<file path="config.mk">
export PLATFORM = sky130hd
export DESIGN_NAME = wb_to_axi4lite_pipe_bridge
export DESIGN_NICKNAME = d
export VERILOG_FILES = /design/src/rtl/wb_axi_pkg.sv /design/src/rtl/axi_valid_hold.sv /design/src/rtl/wb_to_axi4lite_pipe_bridge.sv
export SDC_FILE = /design/constraint.sdc
export NUM_CORES = 1
export LEC_CHECK = 0
export CORE_MARGIN = 4
export CORE_UTILIZATION = 43
export CTS_BUF_LIST = sky130_fd_sc_hd__clkbuf_2
export DETAILED_ROUTE_END_ITERATION = 8
export PLACE_DENSITY = 0.95
export SYNTH_ARGS = -nofsm -noshare
export SYNTH_HDL_FRONTEND = slang
export SYNTH_SLANG_ARGS = --single-unit
</file>
<file path="constraint.sdc">
create_clock -name wb_clk_i -period 3.28 [get_ports wb_clk_i]
set_input_delay 0.656 -clock wb_clk_i [delete_from_list [all_inputs] [get_ports wb_clk_i]]
set_output_delay 0.656 -clock wb_clk_i [all_outputs]
set_load 0.03 [all_outputs]
</file>
<file path="src/rtl/wb_axi_pkg.sv">
// Shared types and constants for the pipelined Wishbone to AXI4-Lite bridge.
package wb_axi_pkg;

    localparam logic [1:0] RESP_OKAY   = 2'b00;
    localparam logic [1:0] RESP_EXOKAY = 2'b01;
    localparam logic [1:0] RESP_SLVERR = 2'b10;
    localparam logic [1:0] RESP_DECERR = 2'b11;

    typedef enum logic [1:0] {
        ST_IDLE  = 2'b00,
        ST_READ  = 2'b01,
        ST_WRITE = 2'b10,
        ST_DRAIN = 2'b11
    } state_e;

    // A response completes the Wishbone cycle with ack only for OKAY or EXOKAY.
    function automatic logic resp_is_ok(input logic [1:0] resp);
        return (resp == RESP_OKAY) || (resp == RESP_EXOKAY);
    endfunction

endpackage

</file>
<file path="src/rtl/axi_valid_hold.sv">
// One-bit AXI valid register: raised on request, held until its handshake.
module axi_valid_hold (
    input  logic clk,
    input  logic rst_n,
    input  logic i_set,
    input  logic i_ready,
    output logic o_valid
);

    logic r_valid;

    // Set wins; otherwise valid stays up until the ready handshake consumes it.
    always_ff @(posedge clk or negedge rst_n) begin
        if (!rst_n) begin
            r_valid <= 1'b0;
        end else if (i_set) begin
            r_valid <= 1'b1;
        end else if (r_valid && i_ready) begin
            r_valid <= 1'b0;
        end else begin
            r_valid <= r_valid;
        end
    end

    assign o_valid = r_valid;

endmodule

</file>
<file path="src/rtl/wb_to_axi4lite_pipe_bridge.sv">
// Pipelined Wishbone B4 slave to AXI4-Lite master bridge with a single issue
// slot and up to MAX_OUTSTANDING transactions of one direction in flight.
module wb_to_axi4lite_pipe_bridge
    import wb_axi_pkg::*;
#(
    parameter int         DW              = 32,
    parameter int         AW              = 32,
    parameter int         MAX_OUTSTANDING = 4,
    parameter logic [2:0] PROT            = 3'b000
) (
    input  logic            wb_clk_i,
    input  logic            wb_rst_ni,
    input  logic [AW-1:0]   wb_adr_i,
    input  logic [DW-1:0]   wb_dat_i,
    input  logic [DW/8-1:0] wb_sel_i,
    input  logic            wb_we_i,
    input  logic            wb_cyc_i,
    input  logic            wb_stb_i,
    output logic [DW-1:0]   wb_dat_o,
    output logic            wb_ack_o,
    output logic            wb_err_o,
    output logic            wb_rty_o,
    output logic            wb_stall_o,
    output logic            m_axi_awvalid,
    input  logic            m_axi_awready,
    output logic [AW-1:0]   m_axi_awaddr,
    output logic [2:0]      m_axi_awprot,
    output logic            m_axi_wvalid,
    input  logic            m_axi_wready,
    output logic [DW-1:0]   m_axi_wdata,
    output logic [DW/8-1:0] m_axi_wstrb,
    input  logic            m_axi_bvalid,
    output logic            m_axi_bready,
    input  logic [1:0]      m_axi_bresp,
    output logic            m_axi_arvalid,
    input  logic            m_axi_arready,
    output logic [AW-1:0]   m_axi_araddr,
    output logic [2:0]      m_axi_arprot,
    input  logic            m_axi_rvalid,
    output logic            m_axi_rready,
    input  logic [DW-1:0]   m_axi_rdata,
    input  logic [1:0]      m_axi_rresp
);

    localparam int            CW      = $clog2(MAX_OUTSTANDING + 1);
    localparam logic [CW-1:0] MAX_CNT = CW'(MAX_OUTSTANDING);
    localparam logic [CW-1:0] CNT_0   = {CW{1'b0}};
    localparam logic [CW-1:0] CNT_1   = {{(CW-1){1'b0}}, 1'b1};

    state_e          r_state;
    logic [CW-1:0]   r_cnt;
    logic [CW-1:0]   w_cnt_nxt;
    logic [AW-1:0]   r_addr;
    logic [DW-1:0]   r_wdata;
    logic [DW/8-1:0] r_wstrb;
    logic [DW-1:0]   r_rdata;
    logic            r_ack;
    logic            r_err;

    logic w_awvalid;
    logic w_wvalid;
    logic w_arvalid;
    logic w_slot_busy;
    logic w_stall;
    logic w_accept;
    logic w_bready;
    logic w_rready;
    logic w_b_hs;
    logic w_r_hs;
    logic w_resp_hs;
    logic [1:0] w_resp;
    logic w_resp_ok;

    // The slot holds a request until every channel it needs has handshaken;
    // a response can only be outstanding for an already-accepted request,
    // so the counter alone already covers the slot for idle detection.
    assign w_slot_busy = w_awvalid | w_wvalid | w_arvalid;
    assign w_stall     = w_slot_busy
                       | (r_cnt == MAX_CNT)
                       | (r_state == ST_DRAIN)
                       | ((r_state == ST_READ)  &  wb_we_i)
                       | ((r_state == ST_WRITE) & ~wb_we_i);
    assign w_accept    = wb_cyc_i & wb_stb_i & ~w_stall;

    assign w_bready  = (r_state == ST_WRITE) | (r_state == ST_DRAIN);
    assign w_rready  = (r_state == ST_READ)  | (r_state == ST_DRAIN);
    assign w_b_hs    = m_axi_bvalid & w_bready;
    assign w_r_hs    = m_axi_rvalid & w_rready;
    assign w_resp_hs = w_b_hs | w_r_hs;
    assign w_resp    = w_r_hs ? m_axi_rresp : m_axi_bresp;
    assign w_resp_ok = resp_is_ok(w_resp);

    axi_valid_hold u_aw_hold (
        .clk     (wb_clk_i),
        .rst_n   (wb_rst_ni),
        .i_set   (w_accept & wb_we_i),
        .i_ready (m_axi_awready),
        .o_valid (w_awvalid)
    );

    axi_valid_hold u_w_hold (
        .clk     (wb_clk_i),
        .rst_n   (wb_rst_ni),
        .i_set   (w_accept & wb_we_i),
        .i_ready (m_axi_wready),
        .o_valid (w_wvalid)
    );

    axi_valid_hold u_ar_hold (
        .clk     (wb_clk_i),
        .rst_n   (wb_rst_ni),
        .i_set   (w_accept & ~wb_we_i),
        .i_ready (m_axi_arready),
        .o_valid (w_arvalid)
    );

    // Outstanding count: acceptance adds one, any response removes one.
    always_comb begin
        w_cnt_nxt = r_cnt;
        if (w_accept && !w_resp_hs) begin
            w_cnt_nxt = r_cnt + CNT_1;
        end else if (!w_accept && w_resp_hs) begin
            w_cnt_nxt = r_cnt - CNT_1;
        end else begin
            w_cnt_nxt = r_cnt;
        end
    end

    // Register the outstanding count.
    always_ff @(posedge wb_clk_i or negedge wb_rst_ni) begin
        if (!wb_rst_ni) begin
            r_cnt <= CNT_0;
        end else begin
            r_cnt <= w_cnt_nxt;
        end
    end

    // Capture the accepted request into the issue slot.
    always_ff @(posedge wb_clk_i or negedge wb_rst_ni) begin
        if (!wb_rst_ni) begin
            r_addr  <= {AW{1'b0}};
            r_wdata <= {DW{1'b0}};
            r_wstrb <= {(DW/8){1'b0}};
        end else if (w_accept) begin
            r_addr  <= wb_adr_i;
            r_wdata <= wb_dat_i;
            r_wstrb <= wb_sel_i;
        end else begin
            r_addr  <= r_addr;
            r_wdata <= r_wdata;
            r_wstrb <= r_wstrb;
        end
    end

    // Direction FSM plus the registered ack/err/read-data it qualifies.
    always_ff @(posedge wb_clk_i or negedge wb_rst_ni) begin
        if (!wb_rst_ni) begin
            r_state <= ST_IDLE;
            r_ack   <= 1'b0;
            r_err   <= 1'b0;
            r_rdata <= {DW{1'b0}};
        end else begin
            // Responses arriving while draining are swallowed silently.
            r_ack <= w_resp_hs &  w_resp_ok & (r_state != ST_DRAIN);
            r_err <= w_resp_hs & ~w_resp_ok & (r_state != ST_DRAIN);
            if (w_r_hs && w_resp_ok && (r_state == ST_READ)) begin
                r_rdata <= m_axi_rdata;
            end else begin
                r_rdata <= r_rdata;
            end

            case (r_state)
                ST_IDLE: begin
                    if (w_accept) begin
                        r_state <= wb_we_i ? ST_WRITE : ST_READ;
                    end else begin
                        r_state <= ST_IDLE;
                    end
                end
                ST_READ, ST_WRITE: begin
                    if (w_cnt_nxt == CNT_0) begin
                        r_state <= ST_IDLE;
                    end else if (!wb_cyc_i) begin
                        r_state <= ST_DRAIN;
                    end else begin
                        r_state <= r_state;
                    end
                end
                ST_DRAIN: begin
                    if ((r_cnt == CNT_0) && !w_slot_busy) begin
                        r_state <= ST_IDLE;
                    end else begin
                        r_state <= ST_DRAIN;
                    end
                end
                default: begin
                    r_state <= ST_IDLE;
                end
            endcase
        end
    end

    assign wb_dat_o      = r_rdata;
    assign wb_ack_o      = r_ack;
    assign wb_err_o      = r_err;
    assign wb_rty_o      = 1'b0;
    assign wb_stall_o    = w_stall;

    assign m_axi_awvalid = w_awvalid;
    assign m_axi_awaddr  = r_addr;
    assign m_axi_awprot  = PROT;
    assign m_axi_wvalid  = w_wvalid;
    assign m_axi_wdata   = r_wdata;
    assign m_axi_wstrb   = r_wstrb;
    assign m_axi_bready  = w_bready;
    assign m_axi_arvalid = w_arvalid;
    assign m_axi_araddr  = r_addr;
    assign m_axi_arprot  = PROT;
    assign m_axi_rready  = w_rready;

endmodule

</file>
======== Yosys cells after proc, flatten, opt, wreduce, memory -nomap -nowiden ========
Cells that the tools add are included.
Widths: inputs -> output; s select.
word-level totals
  register bits after elaboration ......... 110
  input port bits ......................... 114
  output and inout port bits .............. 147
  logic and storage cells ................. 79
operators by class
  add/subtract/negate cells ............... 2
  eq/ne operators ......................... 7
  muxes and demuxes ....................... 15
  bitwise logic cells ..................... 24
  reductions and logical operators ........ 20
operators with widths
  kind                 number
  $and 1x1->1          12
  $mux 2               6
  $or 1x1->1           9
  $logic_and 1x1->1    8
  $logic_not 3->1      2
  $mux 1               6
  $mux 3               2
  $pmux 2 s3           1
  $reduce_bool 2->1    3
  $eq 2x1->1 const B   2
  $eq 2x2->1 const B   2
  $logic_not 2->1      2
  $add 3x1->3 const B  1
  $eq 3x3->1 const B   1
  $logic_not 1->1      3
  $ne 3x3->1 const B   1
  $not 1->1            3
  $sub 3x1->3 const B  1
  $ne 2x2->1 const B   1
  $reduce_or 2->1      1
  $logic_or 1x1->1     1

======== Longest topological paths before layout ========
  depth after elaboration ................. 15
  depth in mapped cells ................... 9
  depth with buffers taken out ............ 8

======== By module ========
A second synthesis with hierarchy kept.
second synthesis, totals
  cell total of the unflattened synthesis .. 332
  area, all modules ....................... 4717.0 µm²
by module, submodules not included
  module                      instances  cells an instance  area an instance (µm²)  seq. area each (µm²)
  wb_to_axi4lite_pipe_bridge  1          323                4608.2                  2677.6
  axi_valid_hold              3          3                  36.3                    25.0

======== Worst setup path before layout ========
No wires, ideal clock.
  path type ............................... register -> register
  start point ............................. register r_cnt[0]
  end point ............................... register r_state[0]
  library setup time ...................... 104 ps
  arrival ................................. 2024 ps
  data required time ...................... 3176 ps
  slack ................................... 1153 ps
  cell stages (with the launch flop) ...... 9
  buffers on the path ..................... 0
  clock period less this slack ............ 2127 ps
  path through ............................ dfrtp_1 > inv_1 > ha_1 > a21oi_1 > nand4_4 > nor4_2 > a2111oi_4 > or2_1 > a221oi_1
on the way
  cells in the longest elaborated chain, start to end .. 14
  elaborated cells between the ends (all ways) .. 22
  classes of those cells .................. add/sub: 2; eq/ne: 2; mux: 6; bitwise: 6; reduce/logical: 6
ends and longest elaborated chain
  what                      RTL line                           source
  start: declaration        wb_to_axi4lite_pipe_bridge.sv:51   logic [CW-1:0] r_cnt;
  start signal: assignment  wb_to_axi4lite_pipe_bridge.sv:134  r_cnt <= w_cnt_nxt;
  $eq 3x3->1                wb_to_axi4lite_pipe_bridge.sv:79   | (r_cnt == MAX_CNT)
  $or 1x1->1                wb_to_axi4lite_pipe_bridge.sv:79
  $or 1x1->1                wb_to_axi4lite_pipe_bridge.sv:80   | (r_state == ST_DRAIN)
  $or 1x1->1                wb_to_axi4lite_pipe_bridge.sv:81   | ((r_state == ST_READ) & wb_we_i)
  $or 1x1->1                wb_to_axi4lite_pipe_bridge.sv:82   | ((r_state == ST_WRITE) & ~wb_we_i);
  $not 1->1                 wb_to_axi4lite_pipe_bridge.sv:83   assign w_accept = wb_cyc_i & wb_stb_i & ~w_stall;
  $and 1x1->1               wb_to_axi4lite_pipe_bridge.sv:83
  $logic_not 1->1           wb_to_axi4lite_pipe_bridge.sv:122  end else if (!w_accept && w_resp_hs) begin
  $logic_and 1x1->1         wb_to_axi4lite_pipe_bridge.sv:122
  $mux 3                    wb_to_axi4lite_pipe_bridge.sv:122
  $mux 3                    wb_to_axi4lite_pipe_bridge.sv:120  if (w_accept && !w_resp_hs) begin
  $logic_not 3->1           wb_to_axi4lite_pipe_bridge.sv:181  if (w_cnt_nxt == CNT_0) begin
  $mux 2                    wb_to_axi4lite_pipe_bridge.sv:181
  $pmux 2 s3                wb_to_axi4lite_pipe_bridge.sv:172  case (r_state)
  end signal: assignment    wb_to_axi4lite_pipe_bridge.sv:175  r_state <= wb_we_i ? ST_WRITE : ST_READ;
  end signal: assignment    wb_to_axi4lite_pipe_bridge.sv:186  r_state <= r_state;
  end: declaration          wb_to_axi4lite_pipe_bridge.sv:50   state_e r_state;
Parallel ways exist; a longest one is shown, timed or not.
A chain may end at the register's enable or synchronous reset.

======== Final worst setup path ========
  start point ............................. register r_cnt[0]
  end point ............................... output wb_stall_o
on the way
  cells in the longest elaborated chain, start to end .. 5
ends and longest elaborated chain
  what              RTL line                          source
  $eq 3x3->1        wb_to_axi4lite_pipe_bridge.sv:79
  $or 1x1->1        wb_to_axi4lite_pipe_bridge.sv:79
  $or 1x1->1        wb_to_axi4lite_pipe_bridge.sv:80
  $or 1x1->1        wb_to_axi4lite_pipe_bridge.sv:81
  $or 1x1->1        wb_to_axi4lite_pipe_bridge.sv:82
  end: declaration  wb_to_axi4lite_pipe_bridge.sv:23  output logic wb_stall_o,
Every way passes these cells.

==> impl_metrics.csv <==
group,metric,value,unit
global_route,grt_antenna_before_repair,0,
logic_synthesis,synthArstFlopShare,100,%
drt,antenna_left,0,
logic_synthesis,synth-simple-area-share,3.61,%
clock_network,cts.sinks,110,
logic_synthesis,synth_area_leaders,"dfrtp_1 (58%), mux2_2 (22%), buf_4 (6.3%)",
power_and_ir_drop,leakage,0.00305,uW
cells_and_area,fillers,794,
placement,hpwlAfterDp,9450,um
timing,fin_crit,3.10,ns
cells_and_area,diodes,0,
drt,drt_first_pass_iters,4,
global_route,track_usage,18.4,%
floorplanning,start_util,43.8,%
timing,tightestPinTransition,0.761,ns
logic_synthesis,netlist_area,4740,sq um
logic_synthesis,ys_seq_area_share,58.0,%
drt,via_per_inst,4.87,
logic_synthesis,syn_avg_cell_area,14.4,sq um
logic_synthesis,syn_inst,329,
drt,routed_wl,11800,um
logic_synthesis,synth_top_family_by_area,"multiplexers",
global_route,grt_max_degree,59,
outcome,status,"finished clean",
power_and_ir_drop,comb_power_share,63.0,%
timing,fin_worst_skew,0.0408,ns
timing,finalWorstSetupSlack,0.175,ns
cells_and_area,final_nets,669,
job,drv_cap,0,
clock_network,clkTransAtPathRegs,0.28,ns
power_and_ir_drop,p_clk_share,7.3,%
logic_synthesis,ys_seq_elements,110,
timing,timing.final.crit_share,94.7,%
timing,relSlewSlack,49.3,%
global_route,grt_pass1_wl,18700,um
logic_synthesis,yosys_warnings,0,
floorplanning,core-area,10800,sq um
logic_synthesis,synth_top_area_share,58.0,%
floorplanning,die_y,113,um
placement,dp.cells,677,
logic_synthesis,post-synth-top-area-cell,"dfrtp_1",
drt,num_vias,3374,
logic_synthesis,synthMuxAreaShare,24.7,%
cells_and_area,multi_input_area,1630,sq um
setup_path,r2r_cells,7,
cells_and_area,layout-drive-gt1-share,22.1,%
logic_synthesis,ys_types,37,
power_and_ir_drop,p_sw,3690,uW
setup_path,cp.arrival,2.45,ns
clock_network,numCtsBuffers,9,
placement,gp_congestion,0.821,
cells_and_area,area_growth,52.7,%
timing,hold_violations,0,
timing,rsz0062_at_grt,"false",
power_and_ir_drop,powerDensity,1140,nW/um^2
drt,post-route-drc-count,0,
clock_network,cts_resized,0,
placement,place_ws,0.201,ns
timing,holdWs,0.107,ns
clock_network,insertion_delay,0.57,ns
setup_path,worst-path-max-fanout,5,
power_and_ir_drop,p_int,4570,uW
clock_network,cts_hold_buf,0,
power_and_ir_drop,ir_drop,0.000732,V
setup_path,reg2reg_from,"r_cnt[0]$_DFF_PN0_",
timing,finalMaxSlewViolations,0,
timing,tns,0,ns
clock_network,h-tree-depth,3,
floorplanning,die_w,113,um
setup_path,critPathKind,"reg -> out",
clock_network,cts_tree,"done",
placement,port_buffers,251,
floorplanning,dieArea,12800,sq um
setup_path,worstPathRequired,2.62,ns
power_and_ir_drop,swShare,44.7,%
clock_network,cts_setup_buffers,0,
drt,wire_per_inst,17.0,um
timing,clock.fmax,322,MHz
logic_synthesis,synth_most_common_cell,"dfrtp_1",
logic_synthesis,synthAdderAreaFrac,2.27,%
timing,setup_viol,0,
power_and_ir_drop,seqPwrFrac,29.7,%
logic_synthesis,synth_compound_area_share,2.45,%
clock_network,root_buffer,"clkbuf_2",
logic_synthesis,synth_edf_count,0,
logic_synthesis,synth_ff_type,"dfrtp_1",
clock_network,clk_path_buf_depth,2,
drt,drt-initial-drc-count,90,
floorplanning,ios,261,
setup_path,r2r_slack,0.61,ns
logic_synthesis,synth_common_cells,"dfrtp_1 (110), mux2_2 (92), buf_4 (40)",
global_route,first_global_vias,3741,
logic_synthesis,synthXorXnorAreaFrac,0.738,%
setup_path,crit_path_start_kind,"flop",
global_route,overflow,0,
floorplanning,rows,38,
worst_hold_path,hp-class,"in -> async",
cells_and_area,seq_area,2750,sq um
setup_path,reg2reg_to,"m_axi_wdata[5]$_DFFE_PN0N_",
cells_and_area,final_cells,693,
setup_path,cp-end-kind,"primary output",
layer usage:
layer | vias up | GRT usage, % | wire [um]
met5 | - | 0 | 0
met3 | 21 | 6.31 | 1190
met2 | 161 | 34.6 | 6400
li1 | 1526 | - | -
met1 | 1666 | 18.6 | 3970
met4 | 0 | 6.97 | 250
cell type report:
type	instances	share of cell area (%)
flip-flops and latches	110	38.0
well taps	140	2.42
repair buffers	254	35.1
clock buffers	10	0.691
multi-input cells	165	22.5
inverters	8	0.415
clock inverters	6	0.846
power by group through the flow:
| stage | clock network, uW | registers (uW) | logic [uW] |
|---|---|---|---|
| global route | 688 | 2560 | 5450 |
| detailed placement | 0 | 2510 | 5250 |
| CTS | 629 | 2470 | 5260 |
| finish | 600 | 2460 | 5210 |
| global placement | 0 | 2440 | 5150 |
| floorplan | 0 | 3740 | 2020 |
kinds of logic (layout without fill, tap and decap cells):
| family | after synthesis | count (layout) |
|---|---|---|
| DFF | 110 | 110 |
| muxes | 104 | 104 |
| buffers and inverters | 60 | 278 |
| and+or+nand+nor | 26 | 26 |
| AOI/OAI and AO/OA | 15 | 15 |
| adders and majority gates | 9 | 9 |
| xor gates and xnor gates | 4 | 4 |
| other | 1 | 7 |
layout by cell type, fill, tap and decap left out, types with 3 or more instances in the layout:
| master | instances |
|---|---|
| a21oi_1 | 3 |
| buf_4 | 3 |
| clkbuf_2 | 10 |
| clkdlybuf4s50_1 | 250 |
| conb_1 | 7 |
| dfrtp_1 | 110 |
| ha_1 | 7 |
| inv_1 | 8 |
| mux2_1 | 8 |
| mux2_2 | 92 |
| nand2_1 | 4 |
| nand3_1 | 3 |
| nor3_1 | 3 |
| o21ai_0 | 3 |
| or2_2 | 4 |
| xnor2_1 | 3 |
registers in the layout, summed over array words and instances, names as in the netlist:
signal             cells
wb_ack_o               1
m_axi_wdata           32
u_w_hold.o_valid       1
m_axi_wstrb            4
r_cnt                  3
wb_err_o               1
wb_dat_o              32
r_state                2
m_axi_araddr          32
u_aw_hold.o_valid      1
u_ar_hold.o_valid      1
critical path: stages (launching register included):
cell             delay [ns]
dfrtp_1                0.50
inv_1                  0.12
ha_1                   0.24
a21oi_1                0.31
nand3_1                0.12
clkdlybuf4s50_1        0.61
worst max path at each step:
stage / from / cells after the start / to
2_1_floorplan: r_cnt[0]$_DFF_PN0_ / 8 / r_state[0]$_DFFE_PN0P_
3_3_place_gp: wb_we_i / 6 / m_axi_wdata[10]$_DFFE_PN0N_
3_5_place_dp: wb_we_i / 6 / m_axi_wdata[5]$_DFFE_PN0N_
4_1_cts: r_cnt[0]$_DFF_PN0_ / 5 / wb_stall_o
5_1_grt: r_cnt[0]$_DFF_PN0_ / 5 / wb_stall_o
6_report: r_cnt[0]$_DFF_PN0_ / 5 / wb_stall_o
metrics by stage:
step / power (uW) / utilization (%) / cell area (sq um)
floorplan: 5760 / - / 4770
detailed placement: 7760 / 65.8 / 7130
finish: 8260 / 66.8 / 7240
CTS: 8360 / 66.8 / 7240
global route: 8700 / 66.8 / 7240
global placement: 7590 / 65.8 / 7130
Power figures use the tool's default switching activity.
